[src/rtl/flow_pkg.sv]
// flow_pkg: shared state encoding, defaults and product scheduling for the sequential flow solver
package flow_pkg;
  typedef enum logic [2:0] {IDLE, MUL, CHECK, DIV_U, DIV_V, DONE} solver_state_e;
  localparam int DEF_DET_THRESHOLD = 1000;
  localparam int DEF_FLOW_CLAMP    = 1024;
  localparam int DEF_FLOW_WIDTH    = 16;
  localparam int DEF_FRAC_BITS     = 7;
  localparam logic [2:0] S_XX = 3'd0, S_YY = 3'd1, S_XY = 3'd2, S_XT = 3'd3, S_YT = 3'd4;
  localparam logic [2:0] LAST_PROD = 3'd5;
  // Even products are minuends, odd ones subtrahends: det, num_u, num_v in pairs
  function automatic logic [2:0] op_a(input logic [2:0] k);
    return (k == 3'd0 || k == 3'd4) ? S_XX : (k == 3'd2) ? S_YY : S_XY;
  endfunction
  function automatic logic [2:0] op_b(input logic [2:0] k);
    return (k == 3'd0) ? S_YY : (k == 3'd1) ? S_XY : (k == 3'd2 || k == 3'd5) ? S_XT : S_YT;
  endfunction
endpackage

[src/rtl/flow_solver_if.sv]
// flow_solver_if: window-in / flow-out handshake bundle plus status
interface flow_solver_if #(
  parameter int ACCUM_WIDTH = 32,
  parameter int FLOW_WIDTH  = 16,
  parameter int CNT_WIDTH   = 16
);
  logic                          in_valid, in_ready;
  logic signed [ACCUM_WIDTH-1:0] sum_IxIx, sum_IyIy, sum_IxIy, sum_IxIt, sum_IyIt;
  logic [9:0]                    pixel_x_in, pixel_x_out;
  logic [8:0]                    pixel_y_in, pixel_y_out;
  logic                          out_valid, out_ready;
  logic signed [FLOW_WIDTH-1:0]  flow_u, flow_v;
  logic                          busy;
  logic [CNT_WIDTH-1:0]          reject_count;
  modport master (
    output in_valid, sum_IxIx, sum_IyIy, sum_IxIy, sum_IxIt, sum_IyIt, pixel_x_in, pixel_y_in, out_ready,
    input  in_ready, out_valid, flow_u, flow_v, pixel_x_out, pixel_y_out, busy, reject_count
  );
  modport slave (
    input  in_valid, sum_IxIx, sum_IyIy, sum_IxIy, sum_IxIt, sum_IyIt, pixel_x_in, pixel_y_in, out_ready,
    output in_ready, out_valid, flow_u, flow_v, pixel_x_out, pixel_y_out, busy, reject_count
  );
endinterface

[src/rtl/seq_divider.sv]
// seq_divider: bit-serial restoring unsigned divider, one quotient bit per cycle
module seq_divider #(
  parameter int DVD_W = 39,
  parameter int DVS_W = 32
) (
  input  logic             clk,
  input  logic             rst,
  input  logic             i_start,
  input  logic [DVD_W-1:0] i_dividend,
  input  logic [DVS_W-1:0] i_divisor,
  output logic             o_done,
  output logic [DVD_W-1:0] o_quotient
);
  localparam int CW = $clog2(DVD_W + 1);
  logic [DVS_W-1:0] r_rem, r_dvs, w_rem;
  logic [DVD_W-1:0] r_quo;
  logic [CW-1:0]    r_cnt;
  logic [DVS_W:0]   w_sh;
  logic [DVS_W+1:0] w_diff;
  logic             w_ge;
  assign w_sh   = {r_rem, r_quo[DVD_W-1]};
  assign w_diff = {1'b0, w_sh} - {2'b0, r_dvs};
  assign w_ge   = !w_diff[DVS_W+1];
  assign w_rem  = w_ge ? w_diff[DVS_W-1:0] : w_sh[DVS_W-1:0];
  // Done and the final quotient are presented during the last iteration so the caller can chain
  assign o_quotient = {r_quo[DVD_W-2:0], w_ge};
  assign o_done     = r_cnt == CW'(1);
  always_ff @(posedge clk or posedge rst) begin
    if (rst) begin
      r_rem <= '0;
      r_dvs <= '0;
      r_quo <= '0;
      r_cnt <= '0;
    end else if (i_start) begin
      r_rem <= '0;
      r_dvs <= i_divisor;
      r_quo <= i_dividend;
      r_cnt <= CW'(DVD_W);
    end else if (r_cnt != '0) begin
      r_rem <= w_rem;
      r_quo <= o_quotient;
      r_cnt <= r_cnt - CW'(1);
    end
  end
endmodule

[src/rtl/flow_solver_seq.sv]
// flow_solver_seq: multi-cycle 2x2 Lucas-Kanade solve sharing one multiplier and one serial divider
module flow_solver_seq
  import flow_pkg::*;
#(
  parameter int ACCUM_WIDTH   = 32,
  parameter int FLOW_WIDTH    = DEF_FLOW_WIDTH,
  parameter int FRAC_BITS     = DEF_FRAC_BITS,
  parameter int DET_THRESHOLD = DEF_DET_THRESHOLD,
  parameter int FLOW_CLAMP    = DEF_FLOW_CLAMP,
  parameter int CNT_WIDTH     = 16
) (
  input logic          clk,
  input logic          rst,
  flow_solver_if.slave s
);
  localparam int DIV_BITS = ACCUM_WIDTH + FRAC_BITS;
  localparam logic signed [ACCUM_WIDTH-1:0] TH = ACCUM_WIDTH'(DET_THRESHOLD);
  solver_state_e                 r_state;
  logic [2:0]                    r_mul_idx;
  logic signed [ACCUM_WIDTH-1:0] r_sum [5];
  logic signed [ACCUM_WIDTH-1:0] r_acc [3];
  logic [9:0]                    r_px, r_px_out;
  logic [8:0]                    r_py, r_py_out;
  logic                          r_in_ready, r_out_valid, r_busy;
  logic signed [FLOW_WIDTH-1:0]  r_flow_u, r_flow_v;
  logic [CNT_WIDTH-1:0]          r_rej;
  logic signed [ACCUM_WIDTH-1:0] w_prod, w_det, w_num_start, w_num_div;
  logic [ACCUM_WIDTH-1:0]        w_det_mag, w_num_mag;
  logic                          w_solvable, w_div_start, w_div_done, w_neg;
  logic [DIV_BITS-1:0]           w_quo;
  logic [FLOW_WIDTH-1:0]         w_mag;
  logic signed [FLOW_WIDTH-1:0]  w_flow;
  assign w_prod      = r_sum[op_a(r_mul_idx)] * r_sum[op_b(r_mul_idx)];
  assign w_det       = r_acc[0];
  assign w_det_mag   = w_det[ACCUM_WIDTH-1] ? -w_det : w_det;
  assign w_solvable  = (w_det > TH) || (w_det < -TH);
  assign w_num_start = (r_state == CHECK) ? r_acc[1] : r_acc[2];
  assign w_num_mag   = w_num_start[ACCUM_WIDTH-1] ? -w_num_start : w_num_start;
  assign w_div_start = (r_state == CHECK && w_solvable) || (r_state == DIV_U && w_div_done);
  assign w_num_div   = (r_state == DIV_V) ? r_acc[2] : r_acc[1];
  assign w_neg       = w_num_div[ACCUM_WIDTH-1] ^ w_det[ACCUM_WIDTH-1];
  assign w_mag       = (w_quo > DIV_BITS'(FLOW_CLAMP)) ? FLOW_WIDTH'(FLOW_CLAMP) : w_quo[FLOW_WIDTH-1:0];
  assign w_flow      = w_neg ? -w_mag : w_mag;
  seq_divider #(.DVD_W(DIV_BITS), .DVS_W(ACCUM_WIDTH)) u_div (
    .clk        (clk),
    .rst        (rst),
    .i_start    (w_div_start),
    .i_dividend ({w_num_mag, {FRAC_BITS{1'b0}}}),
    .i_divisor  (w_det_mag),
    .o_done     (w_div_done),
    .o_quotient (w_quo)
  );
  always_ff @(posedge clk or posedge rst) begin
    if (rst) begin
      r_state     <= IDLE;
      r_mul_idx   <= '0;
      r_sum       <= '{default: '0};
      r_acc       <= '{default: '0};
      r_px        <= '0;
      r_py        <= '0;
      r_px_out    <= '0;
      r_py_out    <= '0;
      r_in_ready  <= 1'b0;
      r_out_valid <= 1'b0;
      r_busy      <= 1'b0;
      r_flow_u    <= '0;
      r_flow_v    <= '0;
      r_rej       <= '0;
    end else begin
      case (r_state)
        IDLE: if (s.in_valid && r_in_ready) begin
          r_sum      <= '{s.sum_IxIx, s.sum_IyIy, s.sum_IxIy, s.sum_IxIt, s.sum_IyIt};
          r_px       <= s.pixel_x_in;
          r_py       <= s.pixel_y_in;
          r_mul_idx  <= '0;
          r_in_ready <= 1'b0;
          r_busy     <= 1'b1;
          r_state    <= MUL;
        end else r_in_ready <= 1'b1;
        MUL: begin
          r_acc[r_mul_idx[2:1]] <= r_mul_idx[0] ? r_acc[r_mul_idx[2:1]] - w_prod : w_prod;
          r_mul_idx <= r_mul_idx + 3'd1;
          if (r_mul_idx == LAST_PROD) r_state <= CHECK;
        end
        CHECK: if (w_solvable) r_state <= DIV_U;
        else begin
          r_flow_u    <= '0;
          r_flow_v    <= '0;
          r_rej       <= &r_rej ? r_rej : r_rej + CNT_WIDTH'(1);
          r_px_out    <= r_px;
          r_py_out    <= r_py;
          r_out_valid <= 1'b1;
          r_state     <= DONE;
        end
        DIV_U: if (w_div_done) begin
          r_flow_u <= w_flow;
          r_state  <= DIV_V;
        end
        DIV_V: if (w_div_done) begin
          r_flow_v    <= w_flow;
          r_px_out    <= r_px;
          r_py_out    <= r_py;
          r_out_valid <= 1'b1;
          r_state     <= DONE;
        end
        DONE: if (s.out_ready) begin
          r_out_valid <= 1'b0;
          r_in_ready  <= 1'b1;
          r_busy      <= 1'b0;
          r_state     <= IDLE;
        end
        default: r_state <= IDLE;
      endcase
    end
  end
  assign s.in_ready     = r_in_ready;
  assign s.out_valid    = r_out_valid;
  assign s.flow_u       = r_flow_u;
  assign s.flow_v       = r_flow_v;
  assign s.pixel_x_out  = r_px_out;
  assign s.pixel_y_out  = r_py_out;
  assign s.busy         = r_busy;
  assign s.reject_count = r_rej;
endmodule

[src/flat_wrapper.sv]
// flat-port wrapper written by rule: the top's interface ports become plain ports
module flow_solver_seq_flat import flow_pkg::*;
#(
  parameter int ACCUM_WIDTH   = 32,
  parameter int FLOW_WIDTH    = DEF_FLOW_WIDTH,
  parameter int FRAC_BITS     = DEF_FRAC_BITS,
  parameter int DET_THRESHOLD = DEF_DET_THRESHOLD,
  parameter int FLOW_CLAMP    = DEF_FLOW_CLAMP,
  parameter int CNT_WIDTH     = 16
)
  (clk, rst, s_in_valid, s_sum_IxIx, s_sum_IyIy, s_sum_IxIy, s_sum_IxIt, s_sum_IyIt, s_pixel_x_in, s_pixel_y_in, s_out_ready, s_in_ready, s_out_valid, s_flow_u, s_flow_v, s_pixel_x_out, s_pixel_y_out, s_busy, s_reject_count);
  flow_solver_if #(.ACCUM_WIDTH(ACCUM_WIDTH), .FLOW_WIDTH(FLOW_WIDTH), .CNT_WIDTH(CNT_WIDTH)) s_i ();
  input logic clk;
  input logic rst;
  input wire logic [$bits(s_i.in_valid)-1:0] s_in_valid;
  input wire logic [$bits(s_i.sum_IxIx)-1:0] s_sum_IxIx;
  input wire logic [$bits(s_i.sum_IyIy)-1:0] s_sum_IyIy;
  input wire logic [$bits(s_i.sum_IxIy)-1:0] s_sum_IxIy;
  input wire logic [$bits(s_i.sum_IxIt)-1:0] s_sum_IxIt;
  input wire logic [$bits(s_i.sum_IyIt)-1:0] s_sum_IyIt;
  input wire logic [$bits(s_i.pixel_x_in)-1:0] s_pixel_x_in;
  input wire logic [$bits(s_i.pixel_y_in)-1:0] s_pixel_y_in;
  input wire logic [$bits(s_i.out_ready)-1:0] s_out_ready;
  output wire logic [$bits(s_i.in_ready)-1:0] s_in_ready;
  output wire logic [$bits(s_i.out_valid)-1:0] s_out_valid;
  output wire logic [$bits(s_i.flow_u)-1:0] s_flow_u;
  output wire logic [$bits(s_i.flow_v)-1:0] s_flow_v;
  output wire logic [$bits(s_i.pixel_x_out)-1:0] s_pixel_x_out;
  output wire logic [$bits(s_i.pixel_y_out)-1:0] s_pixel_y_out;
  output wire logic [$bits(s_i.busy)-1:0] s_busy;
  output wire logic [$bits(s_i.reject_count)-1:0] s_reject_count;
  assign s_i.in_valid = s_in_valid;
  assign s_i.sum_IxIx = s_sum_IxIx;
  assign s_i.sum_IyIy = s_sum_IyIy;
  assign s_i.sum_IxIy = s_sum_IxIy;
  assign s_i.sum_IxIt = s_sum_IxIt;
  assign s_i.sum_IyIt = s_sum_IyIt;
  assign s_i.pixel_x_in = s_pixel_x_in;
  assign s_i.pixel_y_in = s_pixel_y_in;
  assign s_i.out_ready = s_out_ready;
  assign s_in_ready = s_i.in_ready;
  assign s_out_valid = s_i.out_valid;
  assign s_flow_u = s_i.flow_u;
  assign s_flow_v = s_i.flow_v;
  assign s_pixel_x_out = s_i.pixel_x_out;
  assign s_pixel_y_out = s_i.pixel_y_out;
  assign s_busy = s_i.busy;
  assign s_reject_count = s_i.reject_count;
  flow_solver_seq #(.ACCUM_WIDTH(ACCUM_WIDTH), .FLOW_WIDTH(FLOW_WIDTH), .FRAC_BITS(FRAC_BITS), .DET_THRESHOLD(DET_THRESHOLD), .FLOW_CLAMP(FLOW_CLAMP), .CNT_WIDTH(CNT_WIDTH)) u_core (.clk(clk), .rst(rst), .s(s_i));
endmodule
[config.mk]
export PLATFORM = sky130hd
export DESIGN_NAME = flow_solver_seq_flat
export DESIGN_NICKNAME = d
export VERILOG_FILES = /design/src/rtl/flow_pkg.sv /design/src/rtl/flow_solver_if.sv /design/src/rtl/seq_divider.sv /design/src/rtl/flow_solver_seq.sv /design/src/flat_wrapper.sv
export SDC_FILE = /design/constraint.sdc
export NUM_CORES = 2
export LEC_CHECK = 0
export ABC_AREA = 1
export BUFFER_PORTS_ARGS = -buffer_cell sky130_fd_sc_hd__buf_2
export CAP_MARGIN = 15
export CORE_MARGIN = 1.5
export CORE_UTILIZATION = 35
export CTS_CLUSTER_DIAMETER = 150
export DETAILED_ROUTE_END_ITERATION = 12
export GPL_TIMING_DRIVEN = 0
export PLACE_DENSITY = 0.56
export REMOVE_ABC_BUFFERS = 1
export SLEW_MARGIN = 20
export SYNTH_ARGS = -nofsm -noshare
export SYNTH_HDL_FRONTEND = slang
export SYNTH_SLANG_ARGS = --single-unit
[constraint.sdc]
create_clock -name clk -period 14.5 [get_ports clk]
set_input_delay 0.725 -clock clk [delete_from_list [all_inputs] [get_ports clk]]
set_output_delay 0.725 -clock clk [all_outputs]
set_load 0.05 [all_outputs]
### After elaboration in Yosys (flattened, before gate mapping)

Cells that the tools add are included.

* register bits: 460
* bits of input ports: 183
* output and inout bits: 70
* word-level logic and storage cells: 149

* add/subtract/negate cells: 8
* multipliers: 1
* $lt $le $gt $ge: 7
* eq/ne operators: 16
* multiplexer cells: 59
* bitwise operators: 6
* reduce and logical (&&, ||, !) cells: 28

Operators with widths (number)
* two-way mux 32 bit: 15
* binary-select mux 32 bit (select 3 bit): 2
* bitwise mux 96 bit: 1
* two-way mux 39 bit: 2
* binary-select mux 32 bit (select 2 bit): 1
* demux 32 bit (select 2 bit): 1
* two-way mux 16 bit: 4
* negator 32 bit: 2
* one-hot mux 16 bit (2 select lines): 2
* > comparator 39 x 11 -> 1 bit, second input constant: 1
* subtractor 33 x 32 -> 34 bit: 1
* two-way mux 3 bit: 11
* > comparator 32 x 11 -> 1 bit, second input constant: 1
* < comparator 32 x 11 -> 1 bit, second input constant: 1
* multiplier 32 x 32 -> 32 bit: 1
* subtractor 32 bit: 1
* two-way mux 10 bit: 2
* one-hot mux 10 bit (2 select lines): 1
* two-way mux 9 bit: 2
* one-hot mux 3 bit (6 select lines): 1
* one-hot mux 9 bit (2 select lines): 1
* adder 16 x 1 -> 16 bit, second input constant: 1
* negator 16 bit: 1
* AND reduction 16 bit: 1
* 32 further kinds: 68

### Longest topological paths before layout

* depth after elaboration: 13
* mapped depth: 54

### Hierarchy

From an unflattened synthesis, not the netlist that was laid out.

* cells, all modules: 5969
* area total of the unflattened synthesis: 44212.4 µm²

By module, submodules not included
* flow_solver_seq: times used 1, cells each 4855, area each 36536.3 µm²
* seq_divider: times used 1, cells each 1114, area each 7676.1 µm²

### Worst setup path after synthesis

No wires, ideal clock.

* path kind: reg-to-reg
* start point: register u_core.r_mul_idx[0]
* end point: register u_core.r_acc, in the netlist u_core.w_det[31]
* setup time: 0.117 ns
* data arrival time: 9.864 ns
* required time: 14.383 ns
* setup slack: 4.519 ns
* cell stages (with the launch flop): 47
* path buffers: 4
* cells stage by stage: dfrtp_1 -> clkinv_1 -> clkbuf_1 -> ha_1 -> inv_2 -> clkbuf_1 -> nor2_1 -> nor3_1 -> clkbuf_1 -> clkinv_1 -> clkbuf_1 -> nor2_1 -> fa_1 -> inv_1 -> fa_1 -> fa_1 -> inv_1 -> fa_1 -> [... 11 more ...] -> o21ai_0 -> inv_1 -> o21ai_0 -> a21oi_1 -> o21ai_0 -> xor2_1 -> ha_1 -> a21oi_1 -> nor3_1 -> nor2_1 -> nand4_1 -> or2_2 -> nand3_1 -> inv_1 -> nand2_1 -> nand2_2 -> nand2_1 -> nand2_1

* longest elaborated chain between the ends: 13

Ends and longest elaborated chain
* start, declared: line flow_solver_seq.sv:19 `logic [2:0] r_mul_idx;`
* start signal, assigned: line flow_solver_seq.sv:82 `r_mul_idx <= r_mul_idx + 3'd1;`
* equality test 3 x 2 -> 1 bit or equality test 3 bit (tied branches): line flow_pkg.sv:12, flow_pkg.sv:15
* logical OR 1 bit: line flow_pkg.sv:15 `return (k == 3'd0) ? S_YY : (k == 3'd1) ? S_XY : (k == 3'd2 || k == 3'd5) ? S_XT : S_YT;`
* two-way mux 3 bit (3 in a row): line flow_pkg.sv:15
* NOT 3 -> 4 bit (implied by the code): line flow_solver_seq.sv:33 `assign w_prod = r_sum[op_a(r_mul_idx)] * r_sum[op_b(r_mul_idx)];`
* binary-select mux 32 bit (select 3 bit): line flow_solver_seq.sv:33
* two-way mux 32 bit (implied by the code) (2 in a row): line flow_solver_seq.sv:33
* multiplier 32 x 32 -> 32 bit: line flow_solver_seq.sv:33
* subtractor 32 bit: line flow_solver_seq.sv:81 `r_acc[r_mul_idx[2:1]] <= r_mul_idx[0] ? r_acc[r_mul_idx[2:1]] - w_prod : w_prod;`
* two-way mux 32 bit *: line flow_solver_seq.sv:81
* bitwise mux 96 bit *: line flow_solver_seq.sv:81
* end signal, assigned by index: line flow_solver_seq.sv:81
* end, declared: line flow_solver_seq.sv:21 `logic signed [ACCUM_WIDTH-1:0] r_acc [3];`

Every way passes the cells marked *; elsewhere a longest branch is shown, timed or not. The select of a mux whose other input is x is not followed.
A chain may end at the register's enable or synchronous reset.

### Worst setup path after layout

* start point: register u_core.r_mul_idx[0]
* end point: register u_core.r_acc[28] in the netlist's numbering

Same word-level chain as after synthesis.

==> flow_metrics.py <==
metrics = {
    "sta": {
        "tightestPinTransition_ps": 1220,
        "worst_slack_ps": 826,
        "clock_skew_ps": 23.5,
        "relSlewSlack_pct": 18.4,
        "rsz0062_at_grt": "no",
        "min_period_over_period_pct": 94.3,
        "fin_tns_setup_ps": 0,
        "finalHoldViolCount": 0,
        "finalSetupViolations": 0,
        "drv_slew": 0,
        "fmax_mhz": 73.1,
        "fin_crit_ps": 13670,
    },
    "clock_tree": {
        "clockBufferDepth": 3,
        "ctsRootBufferMaster": "clkbuf_16",
        "clk_pin_slew_ps": 60,
        "clk_latency_ps": 620,
        "cts-htree-levels": 2,
        "cts_tree": "done",
        "post-cts-setup-buffers": 0,
        "postCtsHoldBufs": 0,
        "clock-sinks": 460,
        "cts_buffers": 52,
    },
    "floorplan": {
        "core_area_um2": 120000,
        "die_h_um": 350,
        "die_x_um": 350,
        "io_pins": 253,
        "dieArea_um2": 123000,
        "initial_core_util_pct": 35.2,
        "rows": 127,
    },
    "yosys": {
        "synth_edf_count": 0,
        "postSynthCellCount": 5510,
        "synth_area_per_cell_um2": 7.66,
        "muxShareOfSynthArea_pct": 0.335,
        "synth-xor-area-share_pct": 3.03,
        "synth_area_um2": 42200,
        "synth_top_area_share_pct": 27.3,
        "yosys.area_share.adder_pct": 26.1,
        "synth_top_family_by_area": "adder cells",
        "synth-simple-area-share_pct": 22.2,
        "yosys_warnings": 0,
        "ys_types": 62,
        "synthFlopType": "dfrtp_1",
        "synth-seq-cells": 460,
        "ys_top_cells_by_area": "dfrtp_1 27%, fa_1 19%, nand2_1 13%",
        "ys_seq_area_share_pct": 27.3,
        "synth-compound-area-share_pct": 10.8,
        "synthArstFlopShare_pct": 100,
        "synth_area_leader_cell": "dfrtp_1",
    },
    "critical_path": {
        "cp_data_required_time_ps": 14970,
        "cp_top_family": "adder cells",
        "path_max_fanout": 48,
        "slowest_stage": "clkinv_1",
        "start_kind": "flip-flop",
        "end_kind": "flip-flop",
        "critPathMaxStageDelay_ps": 1000,
        "critPathKind": "flip-flop to flip-flop",
        "arrival_ps": 14140,
        "critPathBufInv": 7,
    },
    "global_route": {
        "track_usage_pct": 21.2,
        "grt_pass1_vias": 36700,
        "grt_pass1_wl_um": 204000,
        "antenna_found_initial": 5,
        "grt_max_degree": 96,
        "grt_overflow_total": 0,
    },
    "cells_and_area": {
        "layout_common_cells": "1435 x nand2_1, 866 x inv_1, 485 x nor2_1",
        "final_common_cell": "nand2_1",
        "area_growth_pct": 11.4,
        "layout-drive-gt1-share_pct": 8.49,
        "fin_nets": 6446,
        "nFillCells": 12600,
        "fin_util_pct": 39.3,
    },
    "drt": {
        "routedWlPerCell_um": 17.7,
        "ant_nets": 0,
        "drc": 0,
        "viasPerCell": 4.97,
        "drt_pass1_iterations": 6,
        "drt_iter0_drc": 2298,
        "wirelength_um": 129000,
        "vias": 36200,
    },
    "worst_hold_path": {
        "hold_path_class": "input port to async pin",
    },
    "placement": {
        "place_hpwl_um": 99900,
        "routabilityCongestion": 0.913,
        "place_ws_ps": -92.5,
        "port_buffers": 252,
    },
    "flow_run": {
        "drv_cap": 0,
    },
    "status": {
        "outcome": "completed",
    },
}
-- worst register-to-register path: cells and delay by family, from the launching register on --
family | cells | cell delay (ps)
fa+ha+maj | 11 | 4810
compound gates | 10 | 2880
simple gates | 13 | 2540
buf+inv | 7 | 2170
flops | 1 | 770
xor+xnor | 2 | 340
-- synthesized netlist by cell type (21+ instances only) --
cell type and instances:
a21oi_1 164, nor3_1 37, or2_2 21, nand2_1 1444, o21ai_1 29, ha_1 224
xor2_1 97, o221ai_1 35, o22ai_1 26, clkbuf_1 173, o21ai_0 470, fa_1 410
nand3_1 200, inv_1 873, nor2_1 492, dfrtp_1 460, nand4_1 48, xnor2_1 49
-- logic make-up after synthesis --
kind of cell	Yosys count
compound gates	825
xor+xnor	146
fa+ha+maj	634
buf+inv	1129
flops	460
mux	14
simple gates	2302
-- cell type report --
class | instances | area (um^2) | share of cell area (%)
multi-input cells | 3922 | 26500 | 56.3
flip-flops and latches | 460 | 11500 | 24.5
repair buffers | 285 | 1870 | 3.99
clock buffers | 72 | 1450 | 3.08
well taps | 1612 | 2020 | 4.29
diodes | 4 | 10.0 | 0.0213
inverters | 908 | 3440 | 7.31
clock inverters | 18 | 241 | 0.513
-- path summary, 6_finish.rpt --
| kind | start | slack [ps] | depth (start not counted) | end |
|---|---|---|---|---|
| setup / recovery | u_core.r_mul_idx[0]$_DFFE_PP0P_ | 830 | 43 | u_core.r_acc[28]$_DFFE_PP0P_ |
| hold / removal | rst | 80 | 2 | u_core.r_sum[97]$_DFFE_PP0P_ |
| setup reg to reg | u_core.r_mul_idx[0]$_DFFE_PP0P_ | 830 | 43 | u_core.r_acc[28]$_DFFE_PP0P_ |
| hold reg to reg | u_core.s.busy$_DFFE_PP0P_ | 470 | 2 | u_core.s.busy$_DFFE_PP0P_ |
| max in group asynchronous | rst | 12750 | 5 | u_core.u_div.r_rem[21]$_DFFE_PP0P_ |
| min in group clk | s_sum_IyIy[14] | 300 | 3 | u_core.r_sum[110]$_DFFE_PP0P_ |
-- routing by layer --
layer	GRT usage (%)	vias up	share of wire (%)
met5	0	-	0
met4	7.91	0	3.9
met3	2.14	243	4.8
met2	36.6	1007	48
met1	27.3	17500	43
li1	-	17400	-
-- sequential cells by signal, indices dropped and copies added, names as in the netlist --
| register | count |
|---|---|
| u_core.r_sum | 160 |
| u_core.r_acc | 64 |
| u_core.u_div.r_quo | 39 |
| u_core.u_div.r_dvs | 32 |
| u_core.u_div.r_rem | 32 |
| u_core.w_det | 32 |
| u_core.s.flow_u | 16 |
| u_core.s.flow_v | 16 |
| u_core.s.reject_count | 16 |
| u_core.r_px | 10 |
| u_core.s.pixel_x_out | 10 |
| u_core.r_py | 9 |
| u_core.s.pixel_y_out | 9 |
| u_core.u_div.r_cnt | 6 |
| u_core.r_mul_idx | 3 |
| u_core.r_state | 3 |
| u_core.s.busy | 1 |
| u_core.s.in_ready | 1 |
| u_core.s.out_valid | 1 |
-- per-stage QoR --
stage               hold WS [ps]  cells  area [um^2]
finish                      83.0   7281        47000
global route                97.9   7281        47000
CTS                         69.0   7276        47000
detailed placement           459   7185        45300
global placement             455   7153        44600
floorplan                    442   5289        41300
-- timing repair --
| item | in CTS | in global routing |
|---|---|---|
| pin swaps | 1 | 0 |
| hold endpoints to repair | 0 | 0 |
| resized for setup | 0 | 8 |
| endpoints found under the setup margin | 6 | 28 |
| cloned | 1 | 0 |
Power is not shown: default switching activity piles up to over one toggle a cycle in this logic, so the estimate is an artifact.
